### src/rtl/bsg_dramsim3_traffic_gen.sv
// Synthetic read/write request generator for one DRAMsim3 channel.
// Base-plus-stride addressing, periodic writes, credit-limited reads, bandwidth counters.
module bsg_dramsim3_traffic_gen #(
  parameter int channel_addr_width_p = 29,
  parameter int count_width_p        = 32,
  parameter int max_outstanding_p    = 16
) (
  input  logic                            clk_i,
  input  logic                            reset_i,
  input  logic                            start_i,
  input  logic [count_width_p-1:0]        num_req_i,
  input  logic [channel_addr_width_p-1:0] base_addr_i,
  input  logic [channel_addr_width_p-1:0] stride_i,
  input  logic [count_width_p-1:0]        write_every_i,
  output logic                            v_o,
  output logic                            write_not_read_o,
  output logic [channel_addr_width_p-1:0] ch_addr_o,
  input  logic                            yumi_i,
  input  logic                            data_v_i,
  output logic                            busy_o,
  output logic                            done_o,
  output logic                            error_o,
  output logic [count_width_p-1:0]        reads_sent_o,
  output logic [count_width_p-1:0]        writes_sent_o,
  output logic [count_width_p-1:0]        reads_recv_o,
  output logic [count_width_p-1:0]        cycles_o
);

  localparam int out_width_lp = $clog2(max_outstanding_p + 1);
  localparam logic [out_width_lp-1:0] max_out_lp = out_width_lp'(max_outstanding_p);
  localparam logic [count_width_p-1:0] one_lp = count_width_p'(1);

  typedef enum logic [1:0] {IDLE, ISSUE, DRAIN, DONE} state_e;

  state_e                            state_r, state_n;
  logic                              v_r, v_n;
  logic                              wnr_r, wnr_n;
  logic [channel_addr_width_p-1:0]   addr_r, stride_r;
  logic [count_width_p-1:0]          num_req_r, write_every_r, write_every_n;
  logic [count_width_p-1:0]          wcnt_r, wcnt_n, issued_r;
  logic [count_width_p-1:0]          reads_sent_r, writes_sent_r, reads_recv_r, cycles_r;
  logic [out_width_lp-1:0]           outstanding_r, outstanding_n;
  logic                              error_r;
  logic                              start, accept, rd_accept, last_accept, active;

  function automatic logic [count_width_p-1:0] sat_inc(input logic [count_width_p-1:0] x,
                                                       input logic en);
    return (en && !(&x)) ? x + one_lp : x;
  endfunction

  assign start       = start_i && (state_r == IDLE || state_r == DONE);
  assign accept      = v_r && yumi_i;
  assign rd_accept   = accept && !wnr_r;
  assign last_accept = accept && (issued_r == num_req_r - one_lp);
  assign active      = (state_r == ISSUE) || (state_r == DRAIN);

  // NOTE: every next-state term gets a default first so no latches are inferred.
  always_comb begin
    outstanding_n = outstanding_r;
    wcnt_n        = wcnt_r;
    write_every_n = write_every_r;
    state_n       = state_r;

    if (rd_accept && !data_v_i)
      outstanding_n = outstanding_r + out_width_lp'(1);
    else if (!rd_accept && data_v_i && outstanding_r != '0)
      outstanding_n = outstanding_r - out_width_lp'(1);

    if (accept)
      wcnt_n = wnr_r ? '0 : wcnt_r + one_lp;

    if (start) begin
      outstanding_n = '0;
      wcnt_n        = '0;
      write_every_n = write_every_i;
    end

    case (state_r)
      IDLE, DONE: if (start) state_n = (num_req_i == '0) ? DONE : ISSUE;
      ISSUE:      if (last_accept) state_n = (outstanding_n == '0) ? DONE : DRAIN;
      DRAIN:      if (outstanding_n == '0) state_n = DONE;
      default:    state_n = IDLE;
    endcase

    // Request valid/type are registered so they never depend on yumi_i combinationally.
    v_n   = (state_n == ISSUE) && (outstanding_n < max_out_lp);
    wnr_n = (state_n == ISSUE) && (write_every_n != '0) && (wcnt_n == write_every_n - one_lp);
  end

  // NOTE: sequential state is written with non-blocking assignments only.
  always_ff @(posedge clk_i or posedge reset_i) begin
    if (reset_i) begin
      state_r       <= IDLE;
      v_r           <= 1'b0;
      wnr_r         <= 1'b0;
      addr_r        <= '0;
      stride_r      <= '0;
      num_req_r     <= '0;
      write_every_r <= '0;
      wcnt_r        <= '0;
      issued_r      <= '0;
      outstanding_r <= '0;
      reads_sent_r  <= '0;
      writes_sent_r <= '0;
      reads_recv_r  <= '0;
      cycles_r      <= '0;
      error_r       <= 1'b0;
    end else begin
      state_r       <= state_n;
      v_r           <= v_n;
      wnr_r         <= wnr_n;
      outstanding_r <= outstanding_n;
      wcnt_r        <= wcnt_n;
      write_every_r <= write_every_n;
      if (start) begin
        num_req_r     <= num_req_i;
        stride_r      <= stride_i;
        addr_r        <= base_addr_i;
        issued_r      <= '0;
        reads_sent_r  <= '0;
        writes_sent_r <= '0;
        reads_recv_r  <= '0;
        cycles_r      <= '0;
        error_r       <= 1'b0;
      end else begin
        if (accept) addr_r <= addr_r + stride_r;
        issued_r      <= sat_inc(issued_r, accept);
        reads_sent_r  <= sat_inc(reads_sent_r, rd_accept);
        writes_sent_r <= sat_inc(writes_sent_r, accept && wnr_r);
        reads_recv_r  <= sat_inc(reads_recv_r, data_v_i);
        cycles_r      <= sat_inc(cycles_r, active);
        // A return with nothing in flight (including strays from before a reset) is sticky.
        if (data_v_i && outstanding_r == '0) error_r <= 1'b1;
      end
    end
  end

  assign v_o              = v_r;
  assign write_not_read_o = wnr_r;
  assign ch_addr_o        = addr_r;
  assign busy_o           = active;
  assign done_o           = (state_r == DONE);
  assign error_o          = error_r;
  assign reads_sent_o     = reads_sent_r;
  assign writes_sent_o    = writes_sent_r;
  assign reads_recv_o     = reads_recv_r;
  assign cycles_o         = cycles_r;

endmodule

### config.mk
export PLATFORM = sky130hd
export DESIGN_NAME = bsg_dramsim3_traffic_gen
export DESIGN_NICKNAME = d
export VERILOG_FILES = /design/src/rtl/bsg_dramsim3_traffic_gen.sv
export SDC_FILE = /design/constraint.sdc
export NUM_CORES = 1
export LEC_CHECK = 0
export ABC_AREA = 1
export CAP_MARGIN = 20
export CORE_ASPECT_RATIO = 0.7
export CORE_UTILIZATION = 56
export DETAILED_ROUTE_END_ITERATION = 8
export PLACE_DENSITY = 0.85
export RECOVER_POWER = 25
export SLEW_MARGIN = 20
export SYNTH_ARGS = -nofsm -noshare
export SYNTH_HDL_FRONTEND = slang
export SYNTH_SLANG_ARGS = --single-unit
### constraint.sdc
create_clock -name clk_i -period 15.8 [get_ports clk_i]
set_clock_uncertainty 0.2 [all_clocks]
set_input_delay 4.74 -clock clk_i [delete_from_list [all_inputs] [get_ports clk_i]]
set_output_delay 4.74 -clock clk_i [all_outputs]
set_load 0.05 [all_outputs]
==> flow_metrics.env <==
export IMPL_status="finished with violations"
export IMPL_violations="capacitance limit, slew limit"
export IMPL_cts_buffer_depth=3
export IMPL_synth_avg_cell_area_um2=6.91
export IMPL_cts_buffers=36
export IMPL_antenna_found_initial=0
export IMPL_worst_pin_slew_ns=4.89
export IMPL_slowest_delay_ns=2.72
export IMPL_crit_end="issued_r[28]"
export IMPL_crit_type="in -> async"
export IMPL_ant_nets=0
export IMPL_yosys_top_cells_area="dfrtp_1 (39%), nand2_1 (15%), inv_1 (7.2%)"
export IMPL_synth_edf_count=0
export IMPL_ys_ff_latch=324
export IMPL_utilization_pct=69.4
export IMPL_arrival_ns=10.43
export IMPL_pwr_share_seq_pct=28.1
export IMPL_ctsHoldBuffers=0
export IMPL_wl_per_cell_um=17.6
export IMPL_post_cts_buffers=0
export IMPL_ys_warn_count=0
export IMPL_cts_max_level=2
export IMPL_cp_num_buf_inv=3
export IMPL_r2r_start="state_r[0]"
export IMPL_cts_tree="done"
export IMPL_cp_depth=3
export IMPL_final_nets=3415
export IMPL_cts_resized=0
export IMPL_clk_latency_ns=0.55
export IMPL_p_leak_nw=11.7
export IMPL_gp_congestion=0.965
export IMPL_area_growth_pct=21.5
export IMPL_die_h_um=163
export IMPL_yosysSeqAreaShare_pct=39.3
export IMPL_drcViolationCount=0
export IMPL_ir_drop_v=0.000176
export IMPL_cts_clk_slew_worst_paths_ns=0.06
export IMPL_fp_row_count=58
export IMPL_syn_inst=2982
export IMPL_fill_cells=3035
export IMPL_grt_use_total_pct=34.5
export IMPL_crit_required_ns=15.57
export IMPL_clockRootBuffer="clkbuf_16"
export IMPL_drive_gt1_share_pct=3.27
export IMPL_yosys_area_top_type="dfrtp_1"
export IMPL_dp_hpwl_um=48500
export IMPL_overflow=0
export IMPL_cp_cell_sequence="dlygate4sd3_1 > clkinvlp_2 > clkbuf_1"
export IMPL_min_period_ns=10.66
export IMPL_async_reset_ff_share_pct=100
export IMPL_die_w_um=231
export IMPL_p_int_w=0.00231
export IMPL_slew_viol_final=236
export IMPL_ios=289
export IMPL_start_kind="input port"
export IMPL_hold_path_class="reg -> reg"
export IMPL_ys_flop_type="dfrtp_1"
export IMPL_rr_endpoint="write_not_read_o"
export IMPL_die_area_um2=37600
export IMPL_diodes=0
export IMPL_slew_headroom_pct=-228
export IMPL_vias_per_cell=5.72
export IMPL_drt_iter0_markers=2325
export IMPL_clkSinkCount=324
export IMPL_final_setup_viol_count=0
export IMPL_p_clk_share_pct=19.4
export IMPL_yosysTopAreaCellShare_pct=39.3
export IMPL_synth_area_um2=20600
export IMPL_grt_max_degree=221
export IMPL_max_cap_violations=3
export IMPL_power_switching_w=0.00219
export IMPL_grt_pass1_wl_um=104000
export IMPL_period_share_pct=67.5
export IMPL_r2r_cells=23
export IMPL_combPwrFrac_pct=52.6
export IMPL_tns_ns=0
export IMPL_core_um2=36100
export IMPL_powerDensity_nw_per_um2=180
export IMPL_vias=21500
export IMPL_crit_path_top_delay_cell="clkinvlp_2"
export IMPL_crit_fanout=109
export IMPL_fmax_ghz=0.0938
export IMPL_start_util_pct=57.2
export IMPL_crit_path_end_kind="async pin"
export IMPL_hold_viol_final=0
export IMPL_grt_pass1_vias=19900
export IMPL_wirelength_um=65900
export IMPL_path_delay_family="buffers and inverters"
export IMPL_synthDistinctLibCells=53
export IMPL_r2r_slack_ns=9.41
export IMPL_firstDrtPassIters=7
export IMPL_synth_fp_nets=3152
export IMPL_rsz0062_at_grt="no"
export IMPL_placement_io_buffers=288
export IMPL_startpoint="reset_i"
export IMPL_swShare_pct=48.7
## layer usage
layer  vias up  track usage, %  share of wire, %
li1      10200               -                 -
met1     10100            51.2                46
met2      1032            52.6                44
met3       109            5.50               8.6
met4         0            8.55               2.2
met5         -               0                 0
## synthesized netlist by cell type, types with 7 or more instances
cell	number
dfrtp_1	324
xnor2_1	24
o21ai_1	10
o22ai_1	7
xor2_1	77
inv_1	396
o21ai_0	203
nand2_1	807
inv_2	8
o21a_1	17
nor4_1	26
nand2_2	10
nand3_1	200
nor2_1	333
a21oi_1	147
nor2_2	11
a31oi_1	12
nor3_1	107
nand4_1	65
and3_1	7
clkbuf_1	45
buf_1	7
o211ai_1	19
ha_1	42
buf_2	9
## through the flow
stage	worst slack, ns	power (W)	instances	hold slack (ns)	instance area [µm²]
global placement	6.36	0.00351	3687	0.268	23900
floorplan	1.89	0.00292	2982	0.253	20600
detailed placement	6.13	0.00357	3687	0.277	23900
finish	5.14	0.00450	3752	0.290	25000
CTS	6.66	0.00446	3752	0.292	25100
global route	3.92	0.00480	3752	0.309	25000
## worst register-to-register path, cell delays in order (launching register included)
cell     delay [ns]
dfrtp_1        0.40
inv_1          0.10
ha_1           0.29
buf_4          0.22
nand2_1        1.80
buf_12         0.63
nand2_1        0.29
nand2_1        0.30
ha_1           0.28
nand3_1        0.26
inv_1          0.14
nand2_1        0.12
nor2_2         0.22
nand2_1        0.11
nor2_2         0.14
nand2_1        0.08
xor2_1         0.16
nand2_1        0.07
nand3_1        0.08
nor2_1         0.10
nand3_1        0.08
nor2_1         0.09
nand3_1        0.08
nor2_1         0.09
## worst min-delay path by stage
| stage | startpoint | to | slack (ns) | depth (start not counted) |
|---|---|---|---|---|
| 4_1_cts | stride_r[0] | stride_r[0] | 0.29 | 2 |
| 2_1_floorplan | stride_r[0] | stride_r[0] | 0.25 | 2 |
| 5_1_grt | stride_r[0] | stride_r[0] | 0.31 | 2 |
| 3_3_place_gp | stride_r[0] | stride_r[0] | 0.27 | 2 |
| 3_5_place_dp | stride_r[18] | stride_r[18] | 0.28 | 2 |
| 6_report | stride_r[14] | stride_r[14] | 0.29 | 2 |
## final cells by class
class | count | area (µm²) | area share [%]
Clock inverter | 13 | 156 | 0.625
Tap cell | 480 | 601 | 2.40
Multi-Input combinational cell | 2185 | 10700 | 42.6
Timing Repair Buffer | 293 | 2940 | 11.7
Sequential cell | 324 | 8110 | 32.4
Inverter | 405 | 1520 | 6.09
Clock buffer | 52 | 1040 | 4.16
## power by group through the flow
stage               sequential, W  clock (W)  combinational (W)
floorplan                 0.00142          0            0.00151
global placement          0.00126          0            0.00225
detailed placement        0.00126          0            0.00231
CTS                       0.00125   0.000877            0.00233
global route              0.00129   0.000908            0.00260
finish                    0.00126   0.000871            0.00237
## logic make-up (layout without fill, tap and decap cells)
family / Yosys count / count (layout) / share of synthesized area (%)
AOI/OAI and AO/OA: 451 / 451 / 12.1
xor gates and xnor gates: 101 / 101 / 4.29
adders and majority gates: 43 / 43 / 2.65
DFF: 324 / 324 / 39.3
and+or+nand+nor: 1590 / 1590 / 32.8
buffers and inverters: 473 / 763 / 8.88
## registers in the layout, summed over array words and instances (netlist names)
signal / count
error_o: 1
state_r: 2
cycles_o: 32
writes_sent_o: 32
wcnt_r: 32
stride_r: 29
num_req_r: 32
write_every_r: 32
write_not_read_o: 1
issued_r: 32
reads_sent_o: 32
ch_addr_o: 29
outstanding_r: 5
v_o: 1
reads_recv_o: 32
## placed cells by master (no fill, tap or decap), drive strengths merged, types with 2 or more instances in the layout
master         Yosys  layout
o31ai              5       5
and3               7       7
inv              404     405
nand2            817     817
nand4             65      65
nand3b             6       6
nor4              27      27
a221oi             2       2
o221ai             2       2
o21a              17      17
and2               3       3
o22ai              7       7
ha                42      42
nor2             344     344
nor3b              2       2
a21oi            148     148
clkbuf            45      53
dlygate4sd3        0       2
a31o               2       2
dfrtp            324     324
o21ai            215     215
xor2              77      77
bufinv             0       3
o211ai            19      19
o21bai             6       6
xnor2             24      24
or2                6       6
nor3             112     112
clkinvlp           0       3
a21o               4       4
clkdlybuf4s50      0     286
nand3            201     201
buf               23       4
a211oi             6       6
a31oi             12      12
clkinv             1       7
(Power assumes the default switching activity.)
